$ cat config.mk
export PLATFORM = sky130hd
export DESIGN_NAME = ltch_bank
export DESIGN_NICKNAME = d
export VERILOG_FILES = /design/src/rtl/ltch_bank.sv
export SDC_FILE = /design/constraint.sdc
export NUM_CORES = 1
export LEC_CHECK = 0
export ABC_AREA = 1
export CAP_MARGIN = 15
export CORE_MARGIN = 4
export CORE_UTILIZATION = 46
export CTS_BUF_LIST = sky130_fd_sc_hd__clkbuf_8
export CTS_CLUSTER_DIAMETER = 150
export DETAILED_ROUTE_END_ITERATION = 8
export PLACE_DENSITY_LB_ADDON = 0.08
export SYNTH_ARGS = -nofsm -noshare
export SYNTH_HDL_FRONTEND = slang
export SYNTH_SLANG_ARGS = --single-unit
$ cat constraint.sdc
create_clock -name clk -period 1.4 [get_ports clk]
set_clock_uncertainty 0.15 [all_clocks]
set_input_delay 0.21 -clock clk [delete_from_list [all_inputs] [get_ports clk]]
set_output_delay 0.21 -clock clk [all_outputs]
set_load 0.03 [all_outputs]
$ cat src/rtl/ltch_bank.sv
// ltch_bank: per-channel capture latch bank with valid/change flags and a snapshot handshake.
// Optional saturating per-channel capture counters (port cnt_o) exist only with LTCH_BANK_CNT_EN.
module ltch_bank #(
  parameter int unsigned DW        = 8,
  parameter int unsigned NCH       = 4,
  parameter int unsigned CNT_W     = 8,
  parameter string       LTCH_NAME = "ltch_bank"
) (
  input  logic              clk,
  input  logic              rst_n,
  input  logic [NCH-1:0]    en_i,
  input  logic [NCH*DW-1:0] data_i,
  input  logic              frz_i,
  input  logic              clr_i,
  output logic [NCH*DW-1:0] data_o,
  output logic [NCH-1:0]    vld_o,
  output logic [NCH-1:0]    chg_o,
  input  logic              snap_req_i,
  output logic              snap_vld_o,
  input  logic              snap_rdy_i,
  output logic [NCH*DW-1:0] snap_data_o
`ifdef LTCH_BANK_CNT_EN
  ,
  output logic [NCH*CNT_W-1:0] cnt_o
`endif
);

  if (DW < 1 || NCH < 1 || CNT_W < 2) begin : g_param_chk
    $error("ltch_bank: DW, NCH must be >= 1 and CNT_W >= 2");
  end

  logic [NCH*DW-1:0] data_q, data_d;
  logic [NCH-1:0]    vld_q, vld_d;
  logic [NCH-1:0]    chg_q, chg_d;

  always_comb begin
    data_d = data_q;
    vld_d  = vld_q;
    chg_d  = '0;
    if (clr_i) begin
      data_d = '0;
      vld_d  = '0;
    end else if (!frz_i) begin
      for (int k = 0; k < NCH; k++) begin
        if (en_i[k]) begin
          // First capture after reset/clear always flags a change.
          chg_d[k] = !vld_q[k] || (data_i[k*DW +: DW] != data_q[k*DW +: DW]);
          data_d[k*DW +: DW] = data_i[k*DW +: DW];
          vld_d[k] = 1'b1;
        end
      end
    end
  end

  always_ff @(posedge clk or negedge rst_n) begin
    if (!rst_n) begin
      data_q <= '0;
      vld_q  <= '0;
      chg_q  <= '0;
    end else begin
      data_q <= data_d;
      vld_q  <= vld_d;
      chg_q  <= chg_d;
    end
  end

  assign data_o = data_q;
  assign vld_o  = vld_q;
  assign chg_o  = chg_q;

`ifdef LTCH_BANK_CNT_EN
  logic [NCH*CNT_W-1:0] cnt_q, cnt_d;

  always_comb begin
    cnt_d = cnt_q;
    if (clr_i) begin
      cnt_d = '0;
    end else if (!frz_i) begin
      for (int k = 0; k < NCH; k++) begin
        if (en_i[k] && (cnt_q[k*CNT_W +: CNT_W] != {CNT_W{1'b1}})) begin
          cnt_d[k*CNT_W +: CNT_W] = cnt_q[k*CNT_W +: CNT_W] + {{(CNT_W-1){1'b0}}, 1'b1};
        end
      end
    end
  end

  always_ff @(posedge clk or negedge rst_n) begin
    if (!rst_n) begin
      cnt_q <= '0;
    end else begin
      cnt_q <= cnt_d;
    end
  end

  assign cnt_o = cnt_q;
`endif

  typedef enum logic [1:0] {StIdle, StCapt, StHold} snap_st_e;

  snap_st_e          st_q, st_d;
  logic              snap_load;
  logic [NCH*DW-1:0] snap_data_q;

  always_ff @(posedge clk or negedge rst_n) begin
    if (!rst_n) begin
      st_q <= StIdle;
    end else begin
      st_q <= st_d;
    end
  end

  always_comb begin
    st_d = st_q;
    unique case (st_q)
      StIdle:  if (snap_req_i) st_d = StCapt;
      StCapt:  st_d = StHold;
      StHold:  if (snap_rdy_i) st_d = StIdle;
      default: st_d = StIdle;
    endcase
  end

  always_comb begin
    snap_vld_o = (st_q == StHold);
    snap_load  = (st_q == StCapt);
  end

  // Loads the pre-edge data_q, so a same-edge capture is excluded; clr_i has no effect here.
  always_ff @(posedge clk or negedge rst_n) begin
    if (!rst_n) begin
      snap_data_q <= '0;
    end else if (snap_load) begin
      snap_data_q <= data_q;
    end
  end

  assign snap_data_o = snap_data_q;

  snap_stable_a : assert property (@(posedge clk) disable iff (!rst_n)
    (st_q == StHold && !snap_rdy_i) |=> $stable(snap_data_q))
    else $error("%s: snap_data_o changed while held", LTCH_NAME);

endmodule

* After elaboration in Yosys (flattened, before gate mapping)
Index checks and enable logic that the tools add are counted.
Widths: inputs -> output; s select.
** Storage, ports and cells
- Word-level logic and storage cells :: 59
- Output and inout bits :: 73
- Register bits after elaboration :: 74
- Input bits :: 42
** Cells by class
- Equality and inequality tests :: 9
- Muxes and demuxes :: 21
- Reductions and logical operators :: 18
** Operator list (count)
- $mux 32 :: 2
- $mux 8 :: 4
- $ne 8x8->1 :: 4
- $mux 4 :: 4
- $reduce_and 2->1 :: 5
- $mux 1 :: 8
- $reduce_bool 2->1 :: 4
- $pmux 2 s3 :: 1
- $logic_not 1->1 :: 4
- $logic_or 1x1->1 :: 4
- $mux 2 :: 2
- $ne 2x1->1 const B :: 2
- $eq 2x1->1 const B :: 1
- $eq 2x2->1 const B :: 1
- $logic_not 2->1 :: 1
- $ne 2x2->1 const B :: 1

* Longest topological paths before layout
Gate-level depths: netlist (run 1).
- Word-level depth :: 5
- Depth in mapped cells :: 7
- Depth with buffers taken out :: 7

* Least setup slack after synthesis (run 1)
No wires, ideal clock.
- Path kind :: reg2reg
- Start :: register data_q[20] (netlist: data_o[20])
- End :: register chg_q[2] (netlist: chg_o[2])
- Slack :: 133 ps
- Stages on the path, launching flop included :: 8
- Library setup time :: 125 ps
- Arrival time :: 992 ps
- Period minus slack after synthesis :: 1267 ps
- Required time :: 1125 ps
- Cells stage by stage :: dfrtp_1 inv_1 nand2_1 nand2_1 nor2_1 nand3_1 nor2_1 nor2_1
** On the way
- Word-level cells in the longest chain between the ends :: 5
** RTL lines
- start: declaration :: line 32 : logic [NCH*DW-1:0] data_q, data_d;
- start signal: assignment :: line 61 : data_q <= data_d;
- $ne 8x8->1 :: line 47 : chg_d[k] = !vld_q[k] || (data_i[k*DW +: DW] != data_q[k*DW +: DW]);
- $logic_or 1x1->1 :: line 47
- $mux 1 :: line 45 : if (en_i[k]) begin
- $mux 4 :: line 43 : end else if (!frz_i) begin
- $mux 4 :: line 40 : if (clr_i) begin
- net chg_d[2] :: line 34 : logic [NCH-1:0] chg_q, chg_d;
- end signal: assignment :: line 63 : chg_q <= chg_d;
- end: declaration :: line 34
The timed path passes the listed nets, and every way through them passes these cells.
A chain may end at the register's enable or synchronous reset.

* Worst setup path after layout (run 1)
- Start :: register snap_data_q[8] (netlist: snap_data_o[8])
- End :: output port snap_data_o[8]
** RTL lines
- start: declaration :: line 102 : logic [NCH*DW-1:0] snap_data_q;
- start signal: assignment :: line 132 : snap_data_q <= data_q;
- end: declaration :: line 21 : output logic [NCH*DW-1:0] snap_data_o
No word-level cell between the ends.

==> flow_results.xml, run 1 <==
<?xml version="1.0" encoding="UTF-8"?>
<metrics>
  <group name="outcome">
    <metric name="outcome" unit="">finished clean</metric>
  </group>
  <group name="job">
    <metric name="cap_violations" unit="">0</metric>
  </group>
  <group name="clock_tree">
    <metric name="clock_path_buffers" unit="">2</metric>
    <metric name="clk_pin_slew" unit="ps">70</metric>
    <metric name="numClockSinks" unit="">74</metric>
    <metric name="clkLatencyLatePin" unit="ps">330</metric>
    <metric name="numCtsBuffers" unit="">9</metric>
    <metric name="clock_tree_from_tritoncts" unit="">yes</metric>
    <metric name="h-tree-depth" unit="">3</metric>
    <metric name="clock_tree.root_cell" unit="">sky130_fd_sc_hd__clkbuf_8</metric>
  </group>
  <group name="grt">
    <metric name="overflow_left_after_global_routing" unit="">0</metric>
    <metric name="grt_start_max_net_pins" unit="">75</metric>
    <metric name="antenna_violations_before_repair" unit="">0</metric>
    <metric name="grt_pass1_wl" unit="µm">13400</metric>
    <metric name="grt_use_total" unit="%">19.8</metric>
    <metric name="grt_pass1_vias" unit="">2930</metric>
  </group>
  <group name="timing">
    <metric name="timing_hold_violations_final" unit="">0</metric>
    <metric name="fin_crit_sh" unit="%">97.7</metric>
    <metric name="worst_slew_margin_rel" unit="%">73.9</metric>
    <metric name="slew_of_the_pin_with_the_lowest_slew_margin" unit="ps">391</metric>
    <metric name="final.min_clock_period" unit="ps">1370</metric>
    <metric name="max_freq" unit="GHz">0.731</metric>
    <metric name="unrepaired_setup_endpoints_after_global_routing" unit="">true</metric>
    <metric name="layout_setup_ws" unit="ps">32.2</metric>
    <metric name="final_hold_slack" unit="ps">276</metric>
    <metric name="final_max_slew_viol_count" unit="">0</metric>
    <metric name="setup-violations-final" unit="">0</metric>
  </group>
  <group name="worst_setup_path">
    <metric name="timing.critical_path.slowest_stage_cell" unit="">sky130_fd_sc_hd__dfrtp_1</metric>
    <metric name="r2r_setup_slack" unit="ps">100</metric>
    <metric name="cp_slowest_stage_delay" unit="ps">390</metric>
    <metric name="path_max_fanout" unit="">2</metric>
    <metric name="r2r_end" unit="">snap_data_o[16]$_DFFE_PN0N_</metric>
    <metric name="timing.rr.start" unit="">st_q[0]$_DFFE_PN0P_</metric>
    <metric name="criticalPathCategory" unit="">flop to output pin</metric>
    <metric name="worstPathRequired" unit="ps">1040</metric>
    <metric name="cp_cell_sequence" unit="">clkdlybuf4s15_2</metric>
    <metric name="endpoint_kind_of_the_worst_setup_timing_path" unit="">output pin</metric>
    <metric name="worstPathArrival" unit="ps">1010</metric>
    <metric name="timing.critical_path.from_type" unit="">flop</metric>
    <metric name="cp_top_family" unit="">flip-flops</metric>
    <metric name="reg2regPathDepth" unit="">5</metric>
    <metric name="cp.buffers_inverters" unit="">1</metric>
  </group>
  <group name="logic_synthesis">
    <metric name="synth_top_cell_area_share" unit="%">56.9</metric>
    <metric name="netlist_area_pre_place" unit="mm²">0.00325</metric>
    <metric name="synth_nets" unit="">425</metric>
    <metric name="ys_seq_elements" unit="">74</metric>
    <metric name="yosys-top-cells-area" unit="">sky130_fd_sc_hd__dfrtp_1 (57%), sky130_fd_sc_hd__nand2_1 (13%), sky130_fd_sc_hd__inv_1 (7.5%)</metric>
    <metric name="synth_cells" unit="">383</metric>
    <metric name="synth-warning-count" unit="">0</metric>
    <metric name="netlist.top_cell.by_area" unit="">sky130_fd_sc_hd__dfrtp_1</metric>
    <metric name="yosys.cell_types.count" unit="">18</metric>
    <metric name="seq_area_frac_synth" unit="%">56.9</metric>
    <metric name="syn-mean-instance-area" unit="µm²">8.49</metric>
  </group>
  <group name="power">
    <metric name="powerDensity" unit="mW/mm²">1380</metric>
    <metric name="share_clk_of_total_power" unit="%">22.0</metric>
    <metric name="switching_share" unit="%">37.1</metric>
    <metric name="irDropWorstVdd" unit="mV">0.892</metric>
    <metric name="seqPwrFrac" unit="%">41.6</metric>
    <metric name="power.leakage" unit="nW">2.41</metric>
    <metric name="net-switching-power" unit="W">0.00244</metric>
    <metric name="power.internal" unit="W">0.00414</metric>
    <metric name="power" unit="W">0.00658</metric>
    <metric name="comb_power_share" unit="%">36.5</metric>
  </group>
  <group name="placed_design">
    <metric name="place.gp.congestion" unit="">0.798</metric>
    <metric name="hpwlAfterDp" unit="µm">6080</metric>
    <metric name="buffer_ports.inserted" unit="">114</metric>
    <metric name="pre_cts_setup_slack" unit="ps">-291</metric>
  </group>
  <group name="die">
    <metric name="initial_core_util" unit="%">47.6</metric>
    <metric name="io_pins" unit="">115</metric>
    <metric name="floorplan.rows" unit="">30</metric>
    <metric name="die_footprint" unit="mm²">0.00848</metric>
    <metric name="placeable_area" unit="mm²">0.00683</metric>
    <metric name="die_height" unit="µm">92.1</metric>
    <metric name="die_width" unit="µm">92.1</metric>
  </group>
  <group name="routing">
    <metric name="via_count" unit="">2972</metric>
    <metric name="drcViolationCount" unit="">0</metric>
    <metric name="route.antenna.remaining_nets" unit="">0</metric>
    <metric name="drt-vias-per-instance" unit="">4.70</metric>
    <metric name="drtPass1Iterations" unit="">4</metric>
    <metric name="detail_route.wirelength" unit="µm">8250</metric>
    <metric name="detail_route.iter0.violations" unit="">89</metric>
    <metric name="route.detailed.wl_per_inst" unit="µm">13.1</metric>
  </group>
  <group name="min_path">
    <metric name="hold_path_class" unit="">input pin to asynchronous set/reset pin</metric>
  </group>
  <group name="final_layout">
    <metric name="area.growth.synth_to_final" unit="%">46.8</metric>
    <metric name="fraction_of_layout_cells_with_a_size_suffix_above_1" unit="%">23.3</metric>
    <metric name="n_antenna_cell" unit="">0</metric>
    <metric name="final_net_count" unit="">574</metric>
  </group>
</metrics>
-- routing by layer --
layer  wire [µm]  up-vias  track usage (%)
li1            -     1504                -
met2        4150       91             33.6
met1        3490     1369             24.7
met4          97        0             7.92
met5           0        -                0
met3         503        8             4.27
-- layout by cell type (no fill, tap or decap), drive strengths merged --
cell / instances
dlygate4sd3: 1
nor2: 25
nand3: 14
dfrtp: 74
buf: 78
nor3b: 1
nand3b: 3
xnor2: 3
clkbuf: 12
clkdlybuf4s50: 40
nand2: 113
clkdlybuf4s15: 26
o21ai: 47
a21oi: 7
inv: 66
clkinv: 3
o22ai: 23
-- power by group through the flow --
stage | clock (W) | sequential [W] | combinational, W
finish | 0.00145 | 0.00274 | 0.00240
CTS | 0.00149 | 0.00274 | 0.00244
detailed placement | 0 | 0.00277 | 0.00249
floorplan | 0 | 0.00346 | 0.000725
global route | 0.00157 | 0.00278 | 0.00258
global placement | 0 | 0.00276 | 0.00245
-- cell type report --
type / instances / area, µm²
Clock buffer: 11 / 151
Clock inverter: 4 / 18.8
Fill cell: 576 / 2060
Inverter: 65 / 244
Multi-Input combinational cell: 236 / 1090
Sequential cell: 74 / 1850
Tap cell: 96 / 120
Timing Repair Buffer: 146 / 1300
-- how the worst max path moves through the flow --
stage | slack [ps] | startpoint | to | cells after the start
2_1_floorplan | 130 | data_o[20]$_DFFE_PN0P_ | chg_o[2]$_DFF_PN0_ | 7
3_3_place_gp | -200 | clr_i | data_o[16]$_DFFE_PN0P_ | 4
3_5_place_dp | -290 | clr_i | data_o[17]$_DFFE_PN0P_ | 4
4_1_cts | 3 | chg_o[3]$_DFF_PN0_ | chg_o[3] | 1
5_1_grt | -0.8 | st_q[1]$_DFFE_PN0P_ | snap_vld_o | 3
6_report | 30 | snap_data_o[8]$_DFFE_PN0N_ | snap_data_o[8] | 1
-- flip-flops by register name (all words and copies together), names as in the netlist --
name,count
vld_o,4
snap_data_o,32
data_o,32
st_q,2
chg_o,4
-- synthesized netlist by cell type --
cell and instances:
sky130_fd_sc_hd__buf_8 1, sky130_fd_sc_hd__buf_6 5, sky130_fd_sc_hd__inv_1 65, sky130_fd_sc_hd__nor2_4 1, sky130_fd_sc_hd__xnor2_1 3, sky130_fd_sc_hd__buf_4 1, sky130_fd_sc_hd__nor3b_1 1, sky130_fd_sc_hd__o21ai_0 38
sky130_fd_sc_hd__nand3_1 14, sky130_fd_sc_hd__nand2_4 1, sky130_fd_sc_hd__a21oi_1 7, sky130_fd_sc_hd__nor2_1 24, sky130_fd_sc_hd__dfrtp_1 74, sky130_fd_sc_hd__o22ai_1 23, sky130_fd_sc_hd__o21ai_1 9, sky130_fd_sc_hd__nand3b_1 3
sky130_fd_sc_hd__clkbuf_1 1, sky130_fd_sc_hd__nand2_1 112
-- metrics by stage --
step | std cells | TNS, ps | utilization (%) | instance area (µm²)
after CTS | 632 | 0 | 70.5 | 4820
final | 632 | 0 | 69.9 | 4770
after global placement | 615 | -5710 | 67.1 | 4590
after floorplan | 383 | 0 | - | 3250
after global routing | 632 | -0.770 | 69.9 | 4770
after detailed placement | 615 | -8020 | 67.1 | 4590
-- kinds of logic after synthesis --
logic type / count (synthesis) / synth area share [%]
AND/OR/NAND/NOR: 156 / 19.5
flip-flops: 74 / 56.9
buffers and inverters: 73 / 10.0
AO/OA/AOI/OAI: 77 / 12.7
XOR/XNOR: 3 / 0.808
-- timing repair --
action | CTS | global route
endpoints found under the hold margin | 74 | 0
gates cloned | 0 | 0
endpoints found under the setup margin | 36 | 11
setup buffers | 1 | 0
pin swaps | 1 | 2
resized for setup | 106 | 20
hold buffers | 1 | 0
(Power assumes the default switching activity.)
==> run 2: changes to the inputs <==
SLEW_MARGIN = 20   (was default)
==> results of run 2 <==
Final layout, timing and power as in run 1 (identical DEF).
==> run 3: changes to the inputs <==
CORE_UTILIZATION = 42   (was 46)
PLACE_DENSITY = 0.79   (was default)
PLACE_DENSITY_LB_ADDON = default   (was 0.08)
clock period = 1.2 ns   (was 1.4 ns; I/O delays follow)
==> flow_results.xml, run 3 (same netlist as run 1, synthesis figures left out) <==
<?xml version="1.0" encoding="UTF-8"?>
<metrics>
  <group name="outcome">
    <metric name="outcome" unit="">finished with violations</metric>
    <metric name="violations" unit="">negative setup slack</metric>
  </group>
  <group name="routing">
    <metric name="route.detailed.wl_per_inst" unit="µm">16.5</metric>
    <metric name="via_count" unit="">3528</metric>
    <metric name="route.antenna.remaining_nets" unit="">0</metric>
    <metric name="wl_met2" unit="µm">6010</metric>
    <metric name="top_signal_layer_used" unit="">met4</metric>
    <metric name="met1_length" unit="µm">4640</metric>
    <metric name="detail_route.wirelength" unit="µm">11500</metric>
    <metric name="drcViolationCount" unit="">0</metric>
    <metric name="drt-vias-per-instance" unit="">5.06</metric>
    <metric name="route.met3.wl" unit="µm">676</metric>
    <metric name="drtPass1Iterations" unit="">4</metric>
    <metric name="detail_route.iter0.violations" unit="">119</metric>
  </group>
  <group name="grt">
    <metric name="grt_start_max_net_pins" unit="">75</metric>
    <metric name="antenna_violations_before_repair" unit="">0</metric>
    <metric name="overflow_left_after_global_routing" unit="">0</metric>
    <metric name="grt_use_total" unit="%">21.8</metric>
    <metric name="grt_pass1_vias" unit="">3355</metric>
    <metric name="grt_pass1_wl" unit="µm">15400</metric>
  </group>
  <group name="die">
    <metric name="die_width" unit="µm">96.0</metric>
    <metric name="placeable_area" unit="mm²">0.00737</metric>
    <metric name="floorplan.rows" unit="">31</metric>
    <metric name="die_footprint" unit="mm²">0.00921</metric>
    <metric name="die_height" unit="µm">96.0</metric>
    <metric name="io_pins" unit="">115</metric>
    <metric name="initial_core_util" unit="%">44.1</metric>
  </group>
  <group name="worst_setup_path">
    <metric name="cp_slowest_stage_delay" unit="ps">420</metric>
    <metric name="r2r_end" unit="">snap_data_o[31]$_DFFE_PN0N_</metric>
    <metric name="path_max_fanout" unit="">2</metric>
    <metric name="timing.rr.start" unit="">st_q[1]$_DFFE_PN0P_</metric>
    <metric name="reg2regPathDepth" unit="">6</metric>
    <metric name="timing.critical_path.from_type" unit="">flop</metric>
    <metric name="cp.buffers_inverters" unit="">1</metric>
    <metric name="endpoint_kind_of_the_worst_setup_timing_path" unit="">output pin</metric>
    <metric name="cp_top_family" unit="">flip-flops</metric>
    <metric name="worstPathRequired" unit="ps">870</metric>
    <metric name="timing.critical_path.slowest_stage_cell" unit="">sky130_fd_sc_hd__dfrtp_1</metric>
    <metric name="worstPathArrival" unit="ps">1040</metric>
    <metric name="cp_cell_sequence" unit="">nor2_4 -&gt; buf_6</metric>
    <metric name="r2r_setup_slack" unit="ps">-120</metric>
    <metric name="criticalPathCategory" unit="">flop to output pin</metric>
  </group>
  <group name="power">
    <metric name="irDropWorstVdd" unit="mV">1.45</metric>
    <metric name="comb_power_share" unit="%">49.3</metric>
    <metric name="share_clk_of_total_power" unit="%">19.3</metric>
    <metric name="switching_share" unit="%">37.8</metric>
    <metric name="net-switching-power" unit="W">0.00402</metric>
    <metric name="power.leakage" unit="nW">3.01</metric>
    <metric name="seqPwrFrac" unit="%">31.4</metric>
    <metric name="power.internal" unit="W">0.00663</metric>
    <metric name="powerDensity" unit="mW/mm²">1770</metric>
  </group>
  <group name="timing">
    <metric name="timing_hold_violations_final" unit="">0</metric>
    <metric name="slew_of_the_pin_with_the_lowest_slew_margin" unit="ps">400</metric>
    <metric name="final.min_clock_period" unit="ps">1370</metric>
    <metric name="final_hold_slack" unit="ps">233</metric>
    <metric name="final_max_slew_viol_count" unit="">0</metric>
    <metric name="fin_crit_sh" unit="%">114</metric>
    <metric name="max_freq" unit="GHz">0.731</metric>
    <metric name="setup-violations-final" unit="">105</metric>
    <metric name="layout_setup_ws" unit="ps">-168</metric>
    <metric name="worst_slew_margin_rel" unit="%">73.4</metric>
    <metric name="unrepaired_setup_endpoints_after_global_routing" unit="">true</metric>
  </group>
  <group name="job">
    <metric name="cap_violations" unit="">0</metric>
  </group>
  <group name="final_layout">
    <metric name="nFillCells" unit="">402</metric>
    <metric name="n_antenna_cell" unit="">0</metric>
    <metric name="mostFrequentLayoutCell" unit="">sky130_fd_sc_hd__buf_6</metric>
    <metric name="instances_no_fill" unit="">697</metric>
    <metric name="layout.area.seq" unit="mm²">0.00188</metric>
    <metric name="fraction_of_layout_cells_with_a_size_suffix_above_1" unit="%">47.2</metric>
    <metric name="area.growth.synth_to_final" unit="%">84.6</metric>
    <metric name="final_net_count" unit="">635</metric>
    <metric name="combined_area_of_the_multi_input_logic_cells" unit="mm²">0.00142</metric>
    <metric name="layout.cells.most_common_list" unit="">sky130_fd_sc_hd__buf_6 (79), sky130_fd_sc_hd__buf_4 (73), sky130_fd_sc_hd__nand2_1 (65), sky130_fd_sc_hd__inv_1 (60), sky130_fd_sc_hd__dfrtp_1 (51)</metric>
  </group>
  <group name="clock_tree">
    <metric name="numCtsBuffers" unit="">9</metric>
    <metric name="h-tree-depth" unit="">3</metric>
    <metric name="clk_pin_slew" unit="ps">80</metric>
    <metric name="clkLatencyLatePin" unit="ps">350</metric>
    <metric name="numClockSinks" unit="">74</metric>
    <metric name="clock_tree_from_tritoncts" unit="">yes</metric>
    <metric name="clock_tree.root_cell" unit="">sky130_fd_sc_hd__clkbuf_8</metric>
    <metric name="clock_path_buffers" unit="">2</metric>
  </group>
  <group name="placed_design">
    <metric name="pre_cts_setup_slack" unit="ps">-438</metric>
    <metric name="hpwlAfterDp" unit="µm">6530</metric>
    <metric name="numPlacedInstances" unit="">626</metric>
    <metric name="place.gp.congestion" unit="">0.801</metric>
    <metric name="buffer_ports.inserted" unit="">114</metric>
  </group>
  <group name="min_path">
    <metric name="hold_path_class" unit="">input pin to asynchronous set/reset pin</metric>
  </group>
</metrics>
==> run 3: tightest hold or removal path: stages <==
cell and delay [ps]:
sky130_fd_sc_hd__dlygate4sd3_1 530, sky130_fd_sc_hd__buf_4 120, sky130_fd_sc_hd__buf_12 320
==> run 3: worst max-delay path by stage <==
stage,startpoint,to,slack (ps),cells after the start
floorplan,data_o[17]$_DFFE_PN0P_,chg_o[2]$_DFF_PN0_,-60,7
global placement,clr_i,data_o[20]$_DFFE_PN0P_,-380,4
detailed placement,frz_i,data_o[8]$_DFFE_PN0P_,-440,5
CTS,st_q[1]$_DFFE_PN0P_,snap_vld_o,-150,3
global route,st_q[0]$_DFFE_PN0P_,snap_vld_o,-210,2
finish,st_q[0]$_DFFE_PN0P_,snap_vld_o,-170,2
==> run 3: area by class of cell <==
| class | count | share of cell area [%] |
|---|---|---|
| tap | 99 | 2.06 |
| timing repair buffer | 206 | 35.3 |
| clock buffer | 12 | 2.75 |
| clock inverter | 4 | 0.709 |
| sequential | 74 | 31.3 |
| inverter | 65 | 4.11 |
| multi-input combinational | 237 | 23.7 |
==> run 3: per-stage QoR <==
step	setup TNS [ps]	total power (W)	cell area (µm²)	utilization, %
floorplan	-57.3	0.00490	3280	-
global placement	-13900	0.00610	4620	62.6
detailed placement	-15090	0.00616	4620	62.6
CTS	-3080	0.00887	5340	72.4
global route	-9140	0.0111	6000	81.5
finish	-5370	0.0106	6000	81.5
==> run 3: power by group through the flow <==
stage | combinational (W) | sequential (W) | clock, W
2_1_floorplan | 0.000852 | 0.00405 | 0
5_1_grt | 0.00553 | 0.00338 | 0.00217
3_5_place_dp | 0.00289 | 0.00327 | 0
6_report | 0.00525 | 0.00334 | 0.00205
4_1_cts | 0.00354 | 0.00328 | 0.00204
3_3_place_gp | 0.00285 | 0.00325 | 0
==> run 3: timing repair <==
item / 4_1_cts / 5_1_grt
resized for setup: 90 / 121
endpoints found under the setup margin: 105 / 110
setup buffers: 27 / 16
gates cloned: 0 / 11
pin swaps: 2 / 24
hold buffers: 1 / 0
hold endpoints to repair: 74 / 0
==> run 3: per-layer routing <==
layer,GRT usage [%],vias to the layer above
li1,-,1639
met3,5.32,18
met4,9.24,0
met2,38.5,133
met1,25.1,1738
met5,0,-
